==> src/rtl/instr_encoder_pkg.sv <==
// Shared ISA definitions for the instruction encoder/decoder pair.
// Holds the opcode map, the encoder error codes and the encoder FSM states.
// No ports; import with "import instr_encoder_pkg::*;".
package instr_encoder_pkg;

   // Opcode map, shared with the instruction decoder.
   localparam logic [3:0] OP_ADD    = 4'h0;
   localparam logic [3:0] OP_SUB    = 4'h1;
   localparam logic [3:0] OP_XOR    = 4'h2;
   localparam logic [3:0] OP_RED    = 4'h3;
   localparam logic [3:0] OP_SLL    = 4'h4;
   localparam logic [3:0] OP_SRA    = 4'h5;
   localparam logic [3:0] OP_ROR    = 4'h6;
   localparam logic [3:0] OP_PADDSB = 4'h7;
   localparam logic [3:0] OP_LW     = 4'h8;
   localparam logic [3:0] OP_SW     = 4'h9;
   localparam logic [3:0] OP_LLB    = 4'hA;
   localparam logic [3:0] OP_LHB    = 4'hB;
   localparam logic [3:0] OP_B      = 4'hC;
   localparam logic [3:0] OP_BR     = 4'hD;
   localparam logic [3:0] OP_PCS    = 4'hE;
   localparam logic [3:0] OP_HLT    = 4'hF;

   // err_code values.
   localparam logic [1:0] ERR_NONE     = 2'd0;
   localparam logic [1:0] ERR_RANGE    = 2'd1;
   localparam logic [1:0] ERR_ALIGN    = 2'd2;
   localparam logic [1:0] ERR_OVERFLOW = 2'd3;

   typedef enum logic [1:0] {
      ST_IDLE,
      ST_ACTIVE,
      ST_DONE,
      ST_ERROR
   } enc_state_t;

   // True when v is representable as a signed number whose sign bit is v[msb],
   // i.e. every bit above msb is a copy of v[msb].
   function automatic logic fits_signed(input logic [15:0] v, input int msb);
      logic signed [15:0] sh;
      sh = $signed(v) >>> msb;
      return (sh == 16'sh0000) || (sh == 16'shFFFF);
   endfunction

endpackage

==> src/rtl/instr_pack.sv <==
// Field-to-word packer: builds the 16-bit instruction word and range-checks the immediate.
// Latency: purely combinational. Backpressure: none, the caller owns the handshake.
// Ports: opcode/rd/rs/rt/imm/cond in; word (encoded instruction), err (err_code value, 0 = ok) out.
module instr_pack
   import instr_encoder_pkg::*;
(
   input  logic [3:0]  opcode,
   input  logic [3:0]  rd,
   input  logic [3:0]  rs,
   input  logic [3:0]  rt,
   input  logic [15:0] imm,
   input  logic [2:0]  cond,
   output logic [15:0] word,
   output logic [1:0]  err
);

   always_comb begin
      word = 16'h0000;
      err  = ERR_NONE;
      case (opcode)
         OP_ADD, OP_SUB, OP_XOR, OP_RED, OP_PADDSB: begin
            word = {opcode, rd, rs, rt};
         end
         OP_SLL, OP_SRA, OP_ROR: begin
            word = {opcode, rd, rs, imm[3:0]};
            if (imm[15:4] != 12'h000) err = ERR_RANGE;
         end
         OP_LW, OP_SW: begin
            // Offset is in bytes; the word field stores offset/2. SW names its data register rt.
            word = {opcode, (opcode == OP_SW) ? rt : rd, rs, imm[4:1]};
            if (imm[0])                     err = ERR_ALIGN;
            else if (!fits_signed(imm, 4))  err = ERR_RANGE;
         end
         OP_LLB, OP_LHB: begin
            word = {opcode, rd, imm[7:0]};
            if (imm[15:8] != 8'h00) err = ERR_RANGE;
         end
         OP_B: begin
            word = {opcode, cond, imm[9:1]};
            if (imm[0])                     err = ERR_ALIGN;
            else if (!fits_signed(imm, 9))  err = ERR_RANGE;
         end
         OP_BR: begin
            word = {opcode, cond, 1'b0, rs, 4'h0};
         end
         OP_PCS: begin
            word = {opcode, rd, 8'h00};
         end
         OP_HLT: begin
            word = {opcode, 12'h000};
         end
         default: ;
      endcase
   end

endmodule

==> src/rtl/instr_encoder.sv <==
// Program loader: encodes field bundles and streams the words into instruction memory from base_addr.
// Latency: word appears on imem_we one cycle after acceptance; one word/cycle sustained.
// Backpressure: single output register; in_ready drops while a write is stalled by imem_ready or HLT is pending.
// Ports: clk, rst (async, active-high); start/base_addr program control;
//        in_valid/in_ready + in_opcode/in_rd/in_rs/in_rt/in_imm/in_cond field bundle;
//        imem_we/imem_ready/imem_addr/imem_wdata memory write; done/error/err_code/word_count status.
module instr_encoder
   import instr_encoder_pkg::*;
#(
   parameter int DEPTH_WORDS = 256
)
(
   input  logic        clk,
   input  logic        rst,
   input  logic        start,
   input  logic [15:0] base_addr,
   input  logic        in_valid,
   output logic        in_ready,
   input  logic [3:0]  in_opcode,
   input  logic [3:0]  in_rd,
   input  logic [3:0]  in_rs,
   input  logic [3:0]  in_rt,
   input  logic [15:0] in_imm,
   input  logic [2:0]  in_cond,
   output logic        imem_we,
   input  logic        imem_ready,
   output logic [15:0] imem_addr,
   output logic [15:0] imem_wdata,
   output logic        done,
   output logic        error,
   output logic [1:0]  err_code,
   output logic [15:0] word_count
);

   enc_state_t  state, state_nxt;
   logic        halt_pending;
   logic [16:0] acc_count;     // bundles accepted into the output register since start
   logic [15:0] pack_word;
   logic [1:0]  pack_err;
   logic [1:0]  bundle_err;
   logic        accept;
   logic        wr_hs;
   logic        overflow;
   logic        start_ok;

   instr_pack u_pack (
      .opcode (in_opcode),
      .rd     (in_rd),
      .rs     (in_rs),
      .rt     (in_rt),
      .imm    (in_imm),
      .cond   (in_cond),
      .word   (pack_word),
      .err    (pack_err)
   );

   assign in_ready = (state == ST_ACTIVE) && (!imem_we || imem_ready) && !halt_pending;
   assign accept   = in_valid && in_ready;
   assign wr_hs    = imem_we && imem_ready;
   assign overflow = (acc_count >= 17'(DEPTH_WORDS));
   // A full region rejects any further bundle, whatever its fields.
   assign bundle_err = overflow ? ERR_OVERFLOW : pack_err;
   // A start seen while a word is still draining waits until the write completes.
   assign start_ok = start && (state != ST_ACTIVE) && !imem_we;

   always_ff @(posedge clk or posedge rst) begin
      if (rst) state <= ST_IDLE;
      else     state <= state_nxt;
   end

   always_comb begin
      state_nxt = state;
      case (state)
         ST_IDLE, ST_DONE, ST_ERROR: begin
            if (start_ok) state_nxt = ST_ACTIVE;
         end
         ST_ACTIVE: begin
            if (accept && (bundle_err != ERR_NONE)) state_nxt = ST_ERROR;
            else if (halt_pending && wr_hs)         state_nxt = ST_DONE;
         end
         default: state_nxt = ST_IDLE;
      endcase
   end

   always_ff @(posedge clk or posedge rst) begin
      if (rst) begin
         imem_we      <= 1'b0;
         imem_addr    <= 16'h0000;
         imem_wdata   <= 16'h0000;
         word_count   <= 16'h0000;
         acc_count    <= 17'd0;
         halt_pending <= 1'b0;
         done         <= 1'b0;
         error        <= 1'b0;
         err_code     <= ERR_NONE;
      end else if (start_ok) begin
         imem_addr    <= base_addr;
         word_count   <= 16'h0000;
         acc_count    <= 17'd0;
         halt_pending <= 1'b0;
         done         <= 1'b0;
         error        <= 1'b0;
         err_code     <= ERR_NONE;
      end else begin
         if (wr_hs) begin
            imem_we    <= 1'b0;
            imem_addr  <= imem_addr + 16'd2;
            word_count <= word_count + 16'd1;
            if (halt_pending) begin
               halt_pending <= 1'b0;
               done         <= 1'b1;
            end
         end
         // Placed after the handshake so a same-cycle accept refills the register.
         if (accept) begin
            if (bundle_err != ERR_NONE) begin
               error    <= 1'b1;
               err_code <= bundle_err;
            end else begin
               imem_we    <= 1'b1;
               imem_wdata <= pack_word;
               acc_count  <= acc_count + 17'd1;
               if (in_opcode == OP_HLT) halt_pending <= 1'b1;
            end
         end
      end
   end

endmodule

==> config.mk <==
export PLATFORM = sky130hd
export DESIGN_NAME = instr_encoder
export DESIGN_NICKNAME = d
export VERILOG_FILES = /design/src/rtl/instr_encoder_pkg.sv /design/src/rtl/instr_pack.sv /design/src/rtl/instr_encoder.sv
export SDC_FILE = /design/constraint.sdc
export NUM_CORES = 1
export LEC_CHECK = 0
export CORE_MARGIN = 3
export CORE_UTILIZATION = 51
export DETAILED_ROUTE_END_ITERATION = 12
export PLACE_DENSITY = 0.92
export SLEW_MARGIN = 20
export SYNTH_ARGS = -nofsm -noshare
export SYNTH_HDL_FRONTEND = slang
export SYNTH_SLANG_ARGS = --single-unit
==> constraint.sdc <==
create_clock -name clk -period 6 [get_ports clk]
set_input_delay 1.2 -clock clk [delete_from_list [all_inputs] [get_ports clk]]
set_output_delay 1.2 -clock clk [all_outputs]
set_load 0.05 [all_outputs]
==> results of run 1 <==
-- metrics by stage --
step	cell area [um^2]	power, uW	util [%]
after floorplan	3680	1540	-
after global placement	4850	1920	70.3
after detailed placement	4850	1950	70.3
after CTS	5120	2470	74.1
after global routing	5120	2570	74.1
final	5120	2460	74.1
-- layer usage --
metal	vias up	part of all wire [%]	GRT usage, %
li1	1581	-	-
met1	1650	42	28.2
met2	141	50	39.1
met3	11	7.3	6.79
met4	0	1.1	7.04
met5	-	0	0
-- worst max-delay path, cell delays in order --
cell and delay (ns):
clkdlybuf4s50_1 0.51, nand2b_1 0.17, and3_1 0.19, clkdlybuf4s50_1 0.81
-- synth_stat cells (2+ instances only) --
| library cell | number |
|---|---|
| nor3_1 | 12 |
| xnor2_1 | 6 |
| nor4_1 | 3 |
| buf_2 | 5 |
| a222oi_1 | 4 |
| inv_1 | 15 |
| nand3_1 | 19 |
| dfrtp_1 | 73 |
| a22oi_1 | 5 |
| a21o_1 | 6 |
| nand2_1 | 35 |
| mux2_2 | 7 |
| nand2b_1 | 6 |
| nor2_1 | 27 |
| a221oi_1 | 5 |
| a211oi_1 | 3 |
| and3_1 | 9 |
| nand4_1 | 6 |
| or3_1 | 9 |
| nor3b_1 | 4 |
| and2_1 | 9 |
| clkbuf_1 | 12 |
| a22o_1 | 4 |
| ha_1 | 4 |
| mux2i_1 | 2 |
| and4_1 | 5 |
| a21oi_1 | 23 |
| o21ai_0 | 24 |
| nor2b_1 | 3 |
| xor2_1 | 13 |
-- logic make-up (layout without fill, tap and decap cells) --
family | Yosys count | count (layout) | share of synthesized area [%]
AO/OA/AOI/OAI | 88 | 88 | 15.9
multiplexers | 10 | 10 | 2.99
AND/OR/NAND/NOR | 152 | 152 | 21.9
adder cells (fa/ha/maj) | 5 | 5 | 1.63
buffers and inverters | 32 | 144 | 3.43
flip-flops | 73 | 73 | 49.6
XOR/XNOR | 19 | 19 | 4.52
-- report_power, final --
group          switching, uW  internal (uW)  leakage (uW)
clock network            187            319      0.000133
registers                122            636      0.000930
logic                    774            420       0.00112
-- path summary, 6_finish.rpt --
| check | slack (ns) | end | from |
|---|---|---|---|
| max in group asynchronous | 3.95 | imem_addr[9]$_DFFE_PP0P_ | rst |
| worst min register to register | 0.49 | done$_DFFE_PP0P_ | done$_DFFE_PP0P_ |
| worst max register to register | 3.72 | acc_count[6]$_DFFE_PP0P_ | acc_count[11]$_DFFE_PP0P_ |
| worst min-delay path | 0.49 | done$_DFFE_PP0P_ | done$_DFFE_PP0P_ |
| min in group asynchronous | 1.43 | acc_count[12]$_DFFE_PP0P_ | rst |
| worst max-delay path | 1.93 | in_ready | imem_ready |
-- layout make-up --
class                      count  area share (%)
clock inverter                 7            2.79
clock buffer                   9            2.42
multi-input combinational    274            33.8
sequential                    73            35.7
inverter                      15            1.10
timing repair buffer         113            21.9
tap                           96            2.35
-- state kept, by name, indices dropped and copies added, names as in the netlist --
register / cells
state: 2
halt_pending: 1
word_count: 16
imem_we: 1
error: 1
err_code: 2
imem_addr: 16
done: 1
imem_wdata: 16
acc_count: 17
==> impl_metrics.toml, run 1 <==
[run_status]
status = "completed"

[global_routing]
track_usage_pct = 23.0
grt_pass1_wl_mm = 15.7
grt_pass1_vias = 3401
grt_max_degree = 74
antenna_found_initial = 0
gr-total-overflow = 0

[cells_and_area]
final_cell_mix = "clkdlybuf4s50_1 (109), dfrtp_1 (73), nand2_1 (35)"
drive_gt1_share_pct = 7.33
nNetsFinal = 546
layoutNonFillerInstCount = 587
regArea_um2 = 1830
antenna_cells = 0
multiInputGateArea_um2 = 1730
fillCellCount = 496
syn2layout_area_growth_pct = 39.1
final_common_cell = "clkdlybuf4s50_1"

[worst_hold_path]
hold_depth = 2
hold_class = "reg -> reg"

[routing]
drtIter0Drc = 212
finalWirelength_mm = 9.32
num_vias = 3383
via_per_inst = 5.76
postRouteAntennaNets = 0
routedWlPerCell_um = 15.9
first_pass_iters = 5
drc = 0

[critical_path]
cp_data_required_time_ns = 4.80
critical_path_class = "in -> out"
path_max_fanout = 3
cp-start-kind = "primary input"
crit_arrival_ns = 2.87
reg2reg_depth = 7
end_kind = "primary output"

[floorplanning]
core_um2 = 6910
ios = 110
fp.dieH_um = 91.0
dieArea_um2 = 8270
fp.dieW_um = 91.0
row_count = 30
start_util_pct = 53.3

[sta]
fin_skew_ns = 0.00877
grt_setup_unrepaired = "no"
worstMarginPinSlew_ns = 0.910
hold_viol_final = 0
fin_ws_ns = 1.93
slew_viol_final = 0
slew-limit-headroom_pct = 39.3
setup_tns_ns = 0
fin_crit_ns = 4.07
fin_crit_sh_pct = 67.9
whs_ns = 0.486
setup_viol = 0
fmax_ghz = 0.246

[logic_synthesis]
yosys.area.top_type = "dfrtp_1"
synthArstFlopShare_pct = 100
synth_top_area_share_pct = 49.6
syn_inst = 379
synth_fp_nets = 439
ys_types = 51
syn_avg_cell_area_um2 = 9.71
synthFlopType = "dfrtp_1"
ys_seq_elements = 73
synth_edf_count = 0
syn-cell-area_um2 = 3680
ys_seq_area_share_pct = 49.6
yosysWarningCount = 0
synthTopCellsByArea = "dfrtp_1 (50%), nand2_1 (3.6%), o21ai_0 (3.3%)"

[placed_design]
place.gp.congestion = 0.897
numPlacedInstances = 571
io_buffers = 109
dpl.hpwl_mm = 6.76
dp_slack_ns = 1.95

[cts]
htreeDepth = 3
clkLatencyLatePin_ns = 0.34
clk_pin_slew_ns = 0.08
cts_made_buffers = 9
cts_max_path_buffers = 2
postCtsSetupBuffers = 0
cts_tree = "built"
clockRootBuffer = "clkbuf_8"
ctsResizeCount = 0
cts_hold_buf = 0
cts_num_sinks = 73

[power_and_ir_drop]
p_leak_uw = 0.00219
ir_drop_mv = 0.406
p_per_area_nw_per_um2 = 480

[flow_run]
cap_violations = 0
Power figures use the tool's default switching activity.
==> inputs of run 2 (changes only) <==
--- a/config.mk
+++ b/config.mk
@@ -6,9 +6,9 @@
 export NUM_CORES = 1
 export LEC_CHECK = 0
 export CORE_MARGIN = 3
-export CORE_UTILIZATION = 51
+export CORE_UTILIZATION = 43
 export DETAILED_ROUTE_END_ITERATION = 12
-export PLACE_DENSITY = 0.92
+export PLACE_DENSITY = 0.83
 export SLEW_MARGIN = 20
 export SYNTH_ARGS = -nofsm -noshare
 export SYNTH_HDL_FRONTEND = slang
==> constraint.sdc (replaced) <==
create_clock -name clk -period 3.35 [get_ports clk]
set_input_delay 0.67 -clock clk [delete_from_list [all_inputs] [get_ports clk]]
set_output_delay 0.67 -clock clk [all_outputs]
set_load 0.05 [all_outputs]
==> run 2 against run 1 <==
Effect of this change: flip-flop and latch count stayed put; sequential share of layout area is 0.087 points higher; critical path type is now in -> reg; register-to-register slack worse by 2.6 ns; critical endpoint is now imem_wdata[13]$_DFFE_PP0P_; highest routed layer unchanged; largest cell class unchanged; setup slack worse by 1.3 ns; cell count is 2.4% higher; global-route usage is 3.3 points lower; final area is 0.24% lower; power is 71% higher; die area is 17% higher; sequential power is 79% higher.
==> impl_metrics.toml, run 2 (synthesis results as in run 1) <==
[run_status]
status = "completed"

[critical_path]
path_max_fanout = 39
cp-start-kind = "primary input"
cpMaxStageDelayCell = "clkdlybuf4s50_1"
r2r-start = "acc_count[11]$_DFFE_PP0P_"
reg2reg_depth = 7
critical-path-max-stage-delay_ns = 0.74
crit_arrival_ns = 2.93
cp_cell_sequence = "clkdlybuf4s50_1 -> nand2b_1 -> a21oi_1 -> a211oi_1 -> nand4_1 -> buf_12 -> mux2_2"
end_kind = "flop"
cp_data_required_time_ns = 3.58
regToRegEndpoint = "acc_count[6]$_DFFE_PP0P_"
critical_path_class = "in -> reg"
ff2ff_setup_slack_ns = 1.15

[cells_and_area]
final_common_cell = "clkdlybuf4s50_1"
syn2layout_area_growth_pct = 38.8
regArea_um2 = 1830
antenna_cells = 0
largest_reg_flops = 17
nNetsFinal = 551
final_cell_mix = "clkdlybuf4s50_1 (108), dfrtp_1 (73), nand2_1 (35)"
fillCellCount = 697
drive_gt1_share_pct = 8.47
design_area_um2 = 5110
regMostFlops = "acc_count"
fin_util_pct = 61.9
multiInputGateArea_um2 = 1730

[placed_design]
placedInstanceArea_um2 = 4910
io_buffers = 109
place.gp.congestion = 0.937
dpl.hpwl_mm = 6.85

[global_routing]
grt_max_degree = 40
track_usage_pct = 19.7
antenna_found_initial = 0
grt_pass1_vias = 3294
grt_pass1_wl_mm = 15.6
gr-total-overflow = 0

[cts]
clkLatencyLatePin_ns = 0.35
htreeDepth = 3
cts_made_buffers = 9
clk_pin_slew_ns = 0.07
cts_max_path_buffers = 2
cts_hold_buf = 0
ctsResizeCount = 0
cts_tree = "built"
postCtsSetupBuffers = 0
clockRootBuffer = "clkbuf_8"
cts_num_sinks = 73

[worst_hold_path]
min_from = "imem_wdata[1]$_DFFE_PP0P_"
hold_class = "reg -> reg"
hold_depth = 1
hold-path-endpoint = "imem_wdata[1]$_DFFE_PP0P_"

[power_and_ir_drop]
p_leak_uw = 0.00218
ir_drop_mv = 0.583
p_per_area_nw_per_um2 = 821

[sta]
setup_viol = 0
fin_crit_ns = 2.70
hold_viol_final = 0
fmax_ghz = 0.370
setup_tns_ns = 0
worstMarginPinSlew_ns = 0.633
slew_viol_final = 0
slew-limit-headroom_pct = 57.8
fin_skew_ns = 0.0119
grt_setup_unrepaired = "no"
fin_crit_sh_pct = 80.6

[routing]
via_per_inst = 5.44
first_pass_iters = 5
routedWlPerCell_um = 15.2
num_vias = 3269
finalWirelength_mm = 9.15
drc = 0
drtIter0Drc = 184
postRouteAntennaNets = 0

[floorplanning]
ios = 110
core_um2 = 8260
row_count = 33
start_util_pct = 44.6
fp.dieH_um = 98.5
dieArea_um2 = 9710
fp.dieW_um = 98.5

[flow_run]
cap_violations = 0
[run 2: cell types whose count changed in the layout (fill, tap and decap cells not counted), sizes merged]
cell	change
clkdlybuf4s50	-1
buf	+6
clkinvlp	+3
bufinv	-3
[run 2: worst max-delay path by stage]
stage                     slack [ns]                    endpoint  cells past startpoint          from
after floorplan                 0.83    acc_count[0]$_DFFE_PP0P_                      1           rst
after global placement          0.43  imem_wdata[10]$_DFFE_PP0P_                      7     in_imm[4]
after detailed placement        0.35  imem_wdata[12]$_DFFE_PP0P_                      7  in_opcode[3]
after CTS                       0.71  imem_wdata[13]$_DFFE_PP0P_                      7  in_opcode[3]
after global routing            0.46    acc_count[6]$_DFFE_PP0P_                      8  in_opcode[3]
final                           0.65  imem_wdata[13]$_DFFE_PP0P_                      7  in_opcode[3]
[run 2: critical path, delay by kind of cell]
| family | cells | cell delay, ns |
|---|---|---|
| multiplexers | 1 | 0.35 |
| AND/OR/NAND/NOR | 2 | 0.38 |
| AO/OA/AOI/OAI | 2 | 0.56 |
| buffers and inverters | 2 | 0.95 |
[run 2: layer usage]
metal	track usage, %	part of all wire, %	wire [um]
met1	25.5	43	3940
met2	31.7	48	4400
met3	5.17	7.3	667
met4	7.56	1.5	140
met5	0	0	0
[run 2: cell type report]
cell class | count | area share, %
clock buffers | 9 | 2.42
well taps | 105 | 2.57
flip-flops and latches | 73 | 35.8
inverters | 15 | 1.10
clock inverters | 7 | 1.40
multi-input cells | 274 | 33.9
repair buffers | 118 | 22.9
[run 2: power breakdown]
| part | switching, uW | internal (uW) | total, uW |
|---|---|---|---|
| sequential | 224 | 1140 | 1360 |
| combinational | 1380 | 773 | 2150 |
| clock | 334 | 342 | 676 |
| total | 1940 | 2260 | 4190 |
[run 2: per-stage QoR]
stage,instances,hold slack [ns],setup WS (ns),total power [uW]
CTS,601,0.485,0.714,4230
floorplan,379,0.450,0.827,2760
global route,601,0.519,0.463,4440
detailed placement,585,0.469,0.347,3530
finish,601,0.478,0.650,4190
global placement,585,0.461,0.425,3500
==> inputs of run 3 (changes only) <==
==> constraint.sdc (replaced) <==
create_clock -name clk -period 2.3 [get_ports clk]
set_input_delay 0.46 -clock clk [delete_from_list [all_inputs] [get_ports clk]]
set_output_delay 0.46 -clock clk [all_outputs]
set_load 0.05 [all_outputs]
==> run 3 against run 2 <==
Effect of this change: the flow now finishes with violations (negative setup slack); routed wire length grew 9.2%; clock power grew 28%; utilization grew 5.0 points; register-to-register slack lost 1.0 ns; combinational power grew 56%; largest power group unchanged.
==> impl_metrics.toml, run 3 (synthesis results as in run 1) <==
[power_and_ir_drop]
p_leak_uw = 0.00247
p_total_uw = 6200
ir_drop_mv = 0.772
p_per_area_nw_per_um2 = 1120

[sta]
fmax_ghz = 0.428
whs_ns = 0.483
fin_crit_sh_pct = 102
slew_viol_final = 0
hold_viol_final = 0
fin_skew_ns = 0.00605
setup_viol = 4
worstMarginPinSlew_ns = 0.533
slew-limit-headroom_pct = 64.3
fin_ws_ns = -0.0389
fin_crit_ns = 2.34

[critical_path]
critical_path_class = "in -> reg"
end_kind = "flop"
path_max_fanout = 12
cp_data_required_time_ns = 2.52
crit_arrival_ns = 2.56
reg2reg_depth = 8
cp-start-kind = "primary input"
r2r-start = "acc_count[11]$_DFFE_PP0P_"
ff2ff_setup_slack_ns = 0.10
startpoint = "in_opcode[0]"
regToRegEndpoint = "imem_wdata[4]$_DFFE_PP0P_"

[cells_and_area]
fillCellCount = 650
final_common_cell = "clkdlybuf4s50_1"
antenna_cells = 0
layoutNonFillerInstCount = 641
largest_reg_flops = 17
regMostFlops = "acc_count"
final_cell_mix = "clkdlybuf4s50_1 (99), dfrtp_1 (73), buf_4 (46)"
syn2layout_area_growth_pct = 49.9
drive_gt1_share_pct = 16.4
fin_util_pct = 66.8
nNetsFinal = 592

[routing]
num_vias = 3502
drc = 0
first_pass_iters = 4
wl_met2_mm = 4.99
dr_wl_met3_um = 739
finalWirelength_mm = 9.99
drt-met1-wl_mm = 4.02
via_per_inst = 5.46
dr.max_layer_used = "met4"
postRouteAntennaNets = 0
drtIter0Drc = 170
routedWlPerCell_um = 15.6

[floorplanning]
core_um2 = 8260
row_count = 33
fp.dieW_um = 98.5
ios = 110
start_util_pct = 44.6
dieArea_um2 = 9710
fp.dieH_um = 98.5

[cts]
cts_tree = "built"
htreeDepth = 3
cts_hold_buf = 0
clkLatencyLatePin_ns = 0.34
clockRootBuffer = "clkbuf_8"
cts_made_buffers = 9
cts_num_sinks = 73
cts_max_path_buffers = 2
clk_pin_slew_ns = 0.07

[placed_design]
dpl.hpwl_mm = 7.50
place.gp.congestion = 0.871
io_buffers = 109
numPlacedInstances = 623
dp_slack_ns = -0.414

[run_status]
status = "finished with violations"
violations = "negative setup slack"

[global_routing]
antenna_found_initial = 0
grt_pass1_vias = 3655
track_usage_pct = 20.5
grt_max_degree = 31
gr-total-overflow = 0
grt_pass1_wl_mm = 16.4

[worst_hold_path]
hold_class = "in -> async"

[flow_run]
cap_violations = 0
==> run 3: cell types whose count changed in the layout (fill, tap and decap cells not counted), moves of 2 or more <==
cell,change
clkbuf_1,+2
buf_12,+3
nor3b_2,+2
nor4_1,-2
buf_4,+37
dlymetal6s2s_1,+9
clkdlybuf4s50_1,-9
nor3b_1,-2
==> run 3: metal layers <==
metal | GRT usage (%) | vias to the layer above
met2 | 34.5 | 145
met4 | 8.30 | 0
met5 | 0 | -
li1 | - | 1669
met3 | 5.24 | 23
met1 | 25.1 | 1665
==> run 3: what timing repair did <==
| item | 4_1_cts | 5_1_grt |
|---|---|---|
| pin swaps | 0 | 7 |
| endpoints found under the setup margin | 8 | 11 |
| hold endpoints to repair | 0 | 0 |
| setup buffers | 0 | 3 |
| gates resized for setup | 1 | 22 |
==> run 3: critical path, stage by stage <==
cell and delay (ns):
clkdlybuf4s50_1 0.49, buf_4 0.19, nor2b_1 0.20, nor3b_2 0.22, nand3_1 0.14, nand4_1 0.20, buf_4 0.14, buf_4 0.17
mux2_2 0.35
==> run 3: metrics by stage <==
stage	TNS, ns	instance area, um^2
detailed placement	-7.91	5240
global placement	-5.95	5240
floorplan	0	3680
CTS	0	5410
global route	-0.611	5520
finish	-0.134	5520
==> run 3: layout make-up <==
cell class,count,area [um^2],area share [%]
clock buffers,12,145,2.63
clock inverters,3,17.5,0.317
inverters,15,60.1,1.09
multi-input cells,274,1800,32.6
flip-flops and latches,73,1830,33.1
well taps,105,131,2.38
repair buffers,159,1540,27.9
==> run 3: report_power, final <==
group	internal, uW	leakage (uW)	switching, uW	total [uW]
logic	1270	0.00146	2090	3360
registers	1660	0.000930	319	1980
clock network	412	0.0000822	453	865
==> run 3: worst max path at each step <==
| stage | cells after the start | end | slack [ns] |
|---|---|---|---|
| final | 9 | imem_wdata[12]$_DFFE_PP0P_ | -0.04 |
| after global routing | 9 | imem_wdata[14]$_DFFE_PP0P_ | -0.13 |
| after CTS | 7 | imem_wdata[11]$_DFFE_PP0P_ | 0.02 |
| after detailed placement | 7 | imem_wdata[11]$_DFFE_PP0P_ | -0.41 |
| after global placement | 7 | imem_wdata[10]$_DFFE_PP0P_ | -0.35 |
| after floorplan | 6 | word_count[11]$_DFFE_PP0P_ | 0.18 |
